### src/rtl/rx_bit_timer.sv
// USB receive bit timer: recovers the mid-bit sample point from D+ edges,
// removes stuffed bits and marks byte boundaries for the receive shift register.
module rx_bit_timer #(
    parameter int CLKS_PER_BIT  = 8,
    parameter int SAMPLE_OFFSET = 3,
    parameter int BITS_PER_BYTE = 8,
    parameter int STUFF_RUN     = 6
) (
    input  logic clk,
    input  logic n_rst,
    input  logic rcving,
    input  logic d_edge,
    input  logic d_orig,
    output logic shift_enable,
    output logic byte_received,
    output logic stuff_err
);
    localparam int CW = $clog2(CLKS_PER_BIT);
    localparam int BW = $clog2(BITS_PER_BYTE);
    localparam int OW = $clog2(STUFF_RUN + 1);

    localparam logic [CW-1:0] CLK_LAST  = CW'(CLKS_PER_BIT - 1);
    localparam logic [CW-1:0] SAMPLE_PT = CW'(SAMPLE_OFFSET);
    localparam logic [BW-1:0] BIT_LAST  = BW'(BITS_PER_BYTE - 1);
    localparam logic [OW-1:0] ONES_MAX  = OW'(STUFF_RUN);

    logic [CW-1:0] clk_cnt;
    logic [BW-1:0] bit_cnt;
    logic [OW-1:0] ones_cnt;
    logic          sample_p0;
    logic          stuff_p0;
    logic          last_bit_p0;

    // An edge marks phase 0 of a new bit, so the following cycle is phase 1.
    function automatic logic [CW-1:0] next_phase(input logic [CW-1:0] cnt,
                                                 input logic          resync);
        if (resync)
            return CW'(1);
        else if (cnt == CLK_LAST)
            return '0;
        else
            return cnt + CW'(1);
    endfunction

    // Stage p0: sample point decode; an edge landing on it suppresses the sample
    assign sample_p0   = rcving && !d_edge && (clk_cnt == SAMPLE_PT);
    assign stuff_p0    = (ones_cnt == ONES_MAX);
    assign last_bit_p0 = (bit_cnt == BIT_LAST);

    always_ff @(posedge clk or negedge n_rst) begin
        if (!n_rst) begin
            clk_cnt  <= '0;
            bit_cnt  <= '0;
            ones_cnt <= '0;
        end else if (!rcving) begin
            clk_cnt  <= '0;
            bit_cnt  <= '0;
            ones_cnt <= '0;
        end else begin
            clk_cnt <= next_phase(clk_cnt, d_edge);
            if (sample_p0) begin
                if (stuff_p0) begin
                    ones_cnt <= '0;
                end else begin
                    ones_cnt <= d_orig ? ones_cnt + OW'(1) : '0;
                    bit_cnt  <= last_bit_p0 ? '0 : bit_cnt + BW'(1);
                end
            end
        end
    end

    // Stage p1: registered one-cycle pulses; sample_p0 already folds in rcving
    always_ff @(posedge clk or negedge n_rst) begin
        if (!n_rst) begin
            shift_enable  <= 1'b0;
            byte_received <= 1'b0;
            stuff_err     <= 1'b0;
        end else begin
            shift_enable  <= sample_p0 && !stuff_p0;
            byte_received <= sample_p0 && !stuff_p0 && last_bit_p0;
            stuff_err     <= sample_p0 && stuff_p0 && d_orig;
        end
    end

endmodule

### config.mk
export PLATFORM = sky130hd
export DESIGN_NAME = rx_bit_timer
export DESIGN_NICKNAME = d
export VERILOG_FILES = /design/src/rtl/rx_bit_timer.sv
export SDC_FILE = /design/constraint.sdc
export NUM_CORES = 1
export LEC_CHECK = 0
export CELL_PAD_IN_SITES_DETAIL_PLACEMENT = 1
export CELL_PAD_IN_SITES_GLOBAL_PLACEMENT = 2
export CORE_MARGIN = 3
export CORE_UTILIZATION = 33
export DETAILED_ROUTE_END_ITERATION = 8
export HOLD_SLACK_MARGIN = 0.15
export PLACE_DENSITY_LB_ADDON = 0.1
export SYNTH_ARGS = -nofsm -noshare
export SYNTH_HDL_FRONTEND = slang
export SYNTH_SLANG_ARGS = --single-unit
### constraint.sdc
create_clock -name clk -period 1.7 [get_ports clk]
set_input_delay 0.255 -clock clk [delete_from_list [all_inputs] [get_ports clk]]
set_output_delay 0.255 -clock clk [all_outputs]
set_load 0.01 [all_outputs]
* Yosys cells after proc, flatten, opt, wreduce, memory -nomap -nowiden
Index checks and enable logic that the tools add are counted.
Storage, ports and cells: bits in read-only memories 0, RAM bits 0, bits of input ports 5, bits in latches 0, flip-flop bits (word level) 12, output and inout bits 3, word-level logic and storage cells 35, memories kept 0
Operators by class: divide/modulo/power cells 0, shift operators 0, magnitude comparators 0, equal/unequal tests 6, bitwise operators 0, reductions and logical operators 9, add/sub/neg operators 3, multiply operators 0, mux-type cells 11
Operators with widths (count):
- $mux W3 | 11
- $add A3 B1 Y3 const B | 3
- $eq A3 B3 Y1 const B | 3
- $logic_and A1 B1 Y1 | 6
- $eq A3 B2 Y1 const B | 1
- $logic_not A1 Y1 | 2
- $ne A2 B1 Y1 const B | 1
- $ne A2 B2 Y1 const B | 1
- $reduce_and A2 Y1 | 1

* Longest topological paths before layout
Gate-level depths: netlist (run 1).
word-level depth 5, gate-level depth with buffers 6, mapped depth without buffers 5

* Worst setup path after synthesis (run 1)
Ideal clock, no wire load.
kind reg-to-reg, start reg clk_cnt[0], end reg bit_cnt[0], clock period less this slack 1383 ps, library setup time 74 ps, path buffers 1, required time 1626 ps, stages on the path, launching flop included 7, arrival time 1309 ps, setup slack 317 ps, cell sequence dfrtp_1 ha_1 ha_1 and3b_1 buf_6 and2_4 o21ai_2
On the way: word-level cells in the longest chain between the ends 4
RTL lines:
- start: declaration | line 27 | logic [CW-1:0] clk_cnt;
- start signal: assignment | line 60 | clk_cnt <= next_phase(clk_cnt, d_edge);
- $eq A3 B2 Y1 | line 46 | assign sample_p0 = rcving && !d_edge && (clk_cnt == SAMPLE_PT);
- $logic_and A1 B1 Y1 | line 46
- $ne A2 B1 Y1 (no line)
- $reduce_and A2 Y1 (no line)
- end signal: assignment | line 66 | bit_cnt <= last_bit_p0 ? '0 : bit_cnt + BW'(1);
- end: declaration | line 28 | logic [BW-1:0] bit_cnt;
Every way passes these cells. A chain may end at the register's enable or synchronous reset.

* Final worst setup path (run 1)
start reg clk_cnt[0], end reg bit_cnt[2]
Same word-level chain as after synthesis.

==> metrics.txt, run 1 <==
status=complete, no violations; GR met2 Demand/Resource=16.1%; Seq cells post-synth=12; pwr dens=765 nW/µm²; worst hold path class=input pin to async pin; core box area=1590 µm²; Worst Setup End Kind=flop; GRT busiest layer=met2; antenna cells=0; RR Startpoint=clk_cnt[0]; clock-pin slew on the worst setup and hold paths=80 ps; IO Pins=8; Vias=421; Seq/Total Area, Yosys=50.7%; number of global-route vias before repair=410; cell mode on critical path=ha_1; grt total ovfl=0; CP required=1900 ps; Iteration-0 DRC Markers=4; Root Driver=clkbuf_4; Critical Path Start Type=flop; fin cells=87; met3 usage=6.44%; largest area contributor in the netlist=dfrtp_1; Fin. Hold Viols=0; crit-path max cell delay=400 ps; initial antenna violation count=0; die area=2340 µm²; post-route ant nets=0; worst slew pin tran=561 ps; starting density of the core=37.1%; unrepaired setup endpoints after global routing=false; # H-tree levels=1; worst reg2reg setup slack=200 ps; Final Max Slew Viols=0; PostCTS Resize Cnt=0; Setup CP Type=flop to flop; Slowest cell on crit path=dfrtp_1; Final min period=1500 ps; # port buffers=7; Bufs and invs on worst path=0; first-pass iteration count of the detailed router=4; total number of yosys warnings=0; Final setup viols=0; Post-Synthesis Cells=52; Remaining DRCs=0; CTS tree=yes; critical path launch point=clk_cnt[0]; Routed WL=1120 µm; VDD IR max=0.336 mV; Clock Latency Late Sink=280 ps; critical path arrival=1700 ps; first-pass GRT wire length=1950 µm; Sink Count=12; gpl congestion=0.707; vias per cell=4.84; maxcap violations=0; M1 GR Usage=13.5%; setup slack at placement=156 ps; placed insts=83; Setup Fix Bufs, Post-CTS=0; main area contributors after synthesis=dfrtp_1 (51%), ha_1 (15%), o21ai_2 (4.4%), nand3_1 (3.4%), inv_1 (3.2%); setup ws final=197 ps; wire per inst=12.9 µm; nets=76; Synth Cell Area=592 µm²; Final HPWL DP=872 µm; post-cts hold buffer count=0; deepest clock path buffer count=2; Num CTS Buffers=3; Max Freq=0.666 GHz; Setup TNS=0 ps; Layout Area Growth over Synthesis=22.4%; CP top delay family=simple AND/OR/NAND/NOR gates; Site Rows=14; leakage power figure=0.340 nW; crit path cell chain=ha_1, ha_1, and3b_1, and2_4, o21ai_2; synth unique cells=19; Hold WS=332 ps; Mapped Nets=64; skew final=5.96 ps; Tot GR Track Use=11.1%; fraction of layout cells with a size suffix above 1=19.0%; Synth top area share=50.7%; final worst path period share=88.4%; largest net degree at the start of global routing=13; Die H=48.4 µm; Mean Syn Cell Area=11.4 µm²; Die W=48.4 µm; Max transition margin=62.5%; Critical Path Fanout Max=8
through the flow:
| step | power [mW] | area [µm²] | utilization (%) |
|---|---|---|---|
| after floorplan | 0.308 | 592 | - |
| after global placement | 0.329 | 688 | 43.2 |
| after detailed placement | 0.333 | 688 | 43.2 |
| after CTS | 0.566 | 724 | 45.4 |
| after global routing | 0.586 | 724 | 45.4 |
| final | 0.554 | 724 | 45.4 |
kinds of logic (layout without fill, tap and decap cells):
kind of cell,after synthesis,in the layout,share of synthesized area (%)
AND/OR/NAND/NOR,17,17,17.1
flip-flops,12,12,50.7
AO/OA/AOI/OAI,9,9,10.8
adder cells (fa/ha/maj),7,7,14.8
buffers and inverters,6,17,5.07
XOR/XNOR,1,1,1.48
final timing paths:
check                                 to  depth (start not counted)
min reg2reg                   bit_cnt[1]                          2
min in group clk              bit_cnt[1]                          2
max reg2reg                   bit_cnt[2]                          5
max                           bit_cnt[2]                          5
min                        byte_received                          1
max in group asynchronous     clk_cnt[2]                          1
power by group:
part | leakage, nW | switching, mW | internal, mW
registers | 0.165 | 0.00240 | 0.289
clock network | 0.0210 | 0.0974 | 0.130
logic | 0.154 | 0.0178 | 0.0168
state kept, by name, indices dropped and copies added, names as in the netlist:
name           count
bit_cnt            3
shift_enable       1
byte_received      1
clk_cnt            3
stuff_err          1
ones_cnt           3
synthesized netlist by cell type:
library cell   n
a21boi_0       1
and2_4         1
and3_2         1
and3b_1        1
and4_2         1
and4bb_2       1
buf_6          1
dfrtp_1       12
ha_1           7
inv_1          5
nand2_1        5
nand3_1        4
nor2_1         2
nor3b_1        1
o21a_1         1
o21ai_0        2
o21ai_2        3
o22ai_1        2
xnor2_1        1
cells in the final DEF, fill, tap and decap left out:
master           instances
a21boi_0                 1
and2_4                   1
clkbuf_4                 3
nor2_1                   2
and3b_1                  1
and3_2                   1
buf_4                    1
o21ai_0                  2
nand3_1                  4
and4_2                   1
dfrtp_1                 12
nor3b_1                  1
o21a_1                   1
o22ai_1                  2
clkbuf_8                 1
xnor2_1                  1
o21ai_2                  3
clkdlybuf4s50_1          7
nand2_1                  5
and4bb_2                 1
ha_1                     7
inv_1                    5
routing by layer:
metal	vias to the layer above	part of all wire, %
met1	209	44
met3	2	7.3
met2	11	48
li1	199	-
met5	-	0
met4	0	0.71
layout make-up:
| class | instances | area [µm²] |
|---|---|---|
| clock buffers | 4 | 36.3 |
| fillers | 182 | 870 |
| inverters | 5 | 18.8 |
| multi-input cells | 34 | 262 |
| flip-flops and latches | 12 | 300 |
| well taps | 24 | 30.0 |
| repair buffers | 8 | 77.6 |
Power figures use the tool's default switching activity.
==> run 2: changes to the inputs <==
- CORE_ASPECT_RATIO: not set -> 0.9
==> run 2 against run 1 <==
Core utilization rose by 0.79 points; clock-buffer cell count unchanged; final area fell by 0.35%; largest cell class unchanged; largest power group unchanged.
==> metrics.txt, run 2 (same netlist as run 1, synthesis figures left out) <==
status=complete, no violations; Final setup viols=0 (unchanged); Sink Count=12 (unchanged); Final HPWL DP=930 µm (+6.6%); leading registers by flop count=bit_cnt x3, clk_cnt x3, ones_cnt x3; final worst path period share=86.5% (-1.9 points); Root Driver=clkbuf_4; Setup CP Type=flop to flop; Iteration-0 DRC Markers=0 (-4); Clock Latency Late Sink=270 ps (about the same); Pint=0.436 mW (about the same); Max Freq=0.680 GHz (+2.2%); antenna cells=0 (unchanged); PostCTS Resize Cnt=0 (unchanged); CTS tree=yes; critical path arrival=1660 ps (-40 ps); unrepaired setup endpoints after global routing=false; core box area=1560 µm² (-2.0%); die area=2340 µm² (about the same); Sequential Power Share=53.1% (+0.4 points); starting density of the core=37.9% (+0.77 points); post-route ant nets=0 (unchanged); nets=76 (unchanged); clock-pin slew on the worst setup and hold paths=80 ps (about the same); wire per inst=13.3 µm (+3.1%); deepest clock path buffer count=2 (unchanged); Max transition margin=63.4% (+0.94 points); Final Max Slew Viols=0 (unchanged); worst hold path class=input pin to async pin; VDD IR max=0.385 mV (+15%); CP required=1890 ps (about the same); gpl congestion=0.770 (+8.8%); critical path launch point=clk_cnt[0]; maxcap violations=0 (unchanged); Critical Path Fanout Max=8 (unchanged); Die H=46.2 µm (-4.5%); Layout Area Growth over Synthesis=22.0%; most common cell after layout, fill and taps aside=dfrtp_1; fraction of layout cells with a size suffix above 1=19.0% (unchanged); first-pass GRT wire length=2060 µm (+5.3%); post-cts hold buffer count=0 (unchanged); IO Pins=8 (unchanged); worst slew pin tran=547 ps (-14.1 ps); initial antenna violation count=0 (unchanged); Site Rows=13 (-1); Setup TNS=0 ps (unchanged); first-pass iteration count of the detailed router=1 (-3); Fillers=179 (-1.6%); Fin. Hold Viols=0 (unchanged); Vias=416 (-1.2%); Hold WS=333 ps (+0.682 ps); Remaining DRCs=0 (unchanged); Clock power frac=40.7% (-0.4 points); commonest cells after routing, fill and taps aside=dfrtp_1 (12), ha_1 (7), clkdlybuf4s50_1 (7), inv_1 (5), nand2_1 (5); pwr dens=761 nW/µm² (-0.48%); Sw Pwr=0.113 mW (-3.9%); Die W=50.6 µm (+4.7%); Final min period=1470 ps (-32.2 ps); Routed WL=1130 µm (+0.71%); Switching Fraction=20.6% (-0.66 points); Critical Path Start Type=flop; skew final=7.14 ps (+1.18 ps); Num CTS Buffers=3 (unchanged); vias per cell=4.89 (+1.1%); combinational power share=6.2% (about the same); RR Startpoint=clk_cnt[0]; leakage power figure=0.340 nW (unchanged); number of global-route vias before repair=454 (+11%); # H-tree levels=1 (unchanged); largest net degree at the start of global routing=13 (unchanged); Worst Setup End Kind=flop; Tot GR Track Use=12.4% (+1.4 points); # port buffers=7 (unchanged); grt total ovfl=0 (unchanged); Setup Fix Bufs, Post-CTS=0 (unchanged)
## run 2: metrics by stage
stage               utilization (%)  std cells  worst slack [ps]  area (µm²)  power (mW)
detailed placement             43.9         81               169         686       0.332
global route                   46.2         85               143         722       0.583
global placement               43.9         81               216         686       0.329
finish                         46.2         85               230         722       0.549
floorplan                         -         52               317         592       0.308
CTS                            46.2         85               224         722       0.561
## run 2: cell type report
class,instances,area [µm²],area share (%)
flip-flops and latches,12,300,41.6
multi-input cells,34,262,36.2
repair buffers,8,77.6,10.7
well taps,22,27.5,3.81
inverters,5,18.8,2.60
clock buffers,4,36.3,5.03
## run 2: worst paths after layout
check                                 to  slack [ps]  depth (start not counted)
min                        byte_received         330                          1
max                           bit_cnt[1]         230                          5
max reg2reg                   bit_cnt[1]         230                          5
max in group asynchronous     clk_cnt[0]        1000                          1
min in group clk              bit_cnt[2]         560                          2
min reg2reg                   bit_cnt[2]         560                          2
## run 2: routing by layer
| metal | share of wire [%] | vias up | track usage [%] |
|---|---|---|---|
| met1 | 43 | 202 | 13.6 |
| met4 | 1.5 | 0 | 6.45 |
| met2 | 51 | 9 | 22.7 |
| met3 | 3.8 | 2 | 3.24 |
| li1 | - | 203 | - |
| met5 | 0 | - | 0 |
## run 2: critical path, cell delays in order (launching register included)
cell and delay [ps]:
dfrtp_1 390, ha_1 220, ha_1 190, and3b_1 240, and2_4 210, o21ai_2 140
## run 2: power by group through the flow
stage	Clock (mW)	Combinational, mW	Sequential (mW)
finish	0.224	0.0343	0.292
global route	0.252	0.0387	0.292
CTS	0.234	0.0351	0.292
detailed placement	0	0.0349	0.297
global placement	0	0.0320	0.297
floorplan	0	0.0116	0.297
==> run 3: changes to the inputs <==
- CTS_CLUSTER_SIZE: not set -> 10
==> results of run 3 <==
Final layout, timing and power as in run 2 (identical DEF).
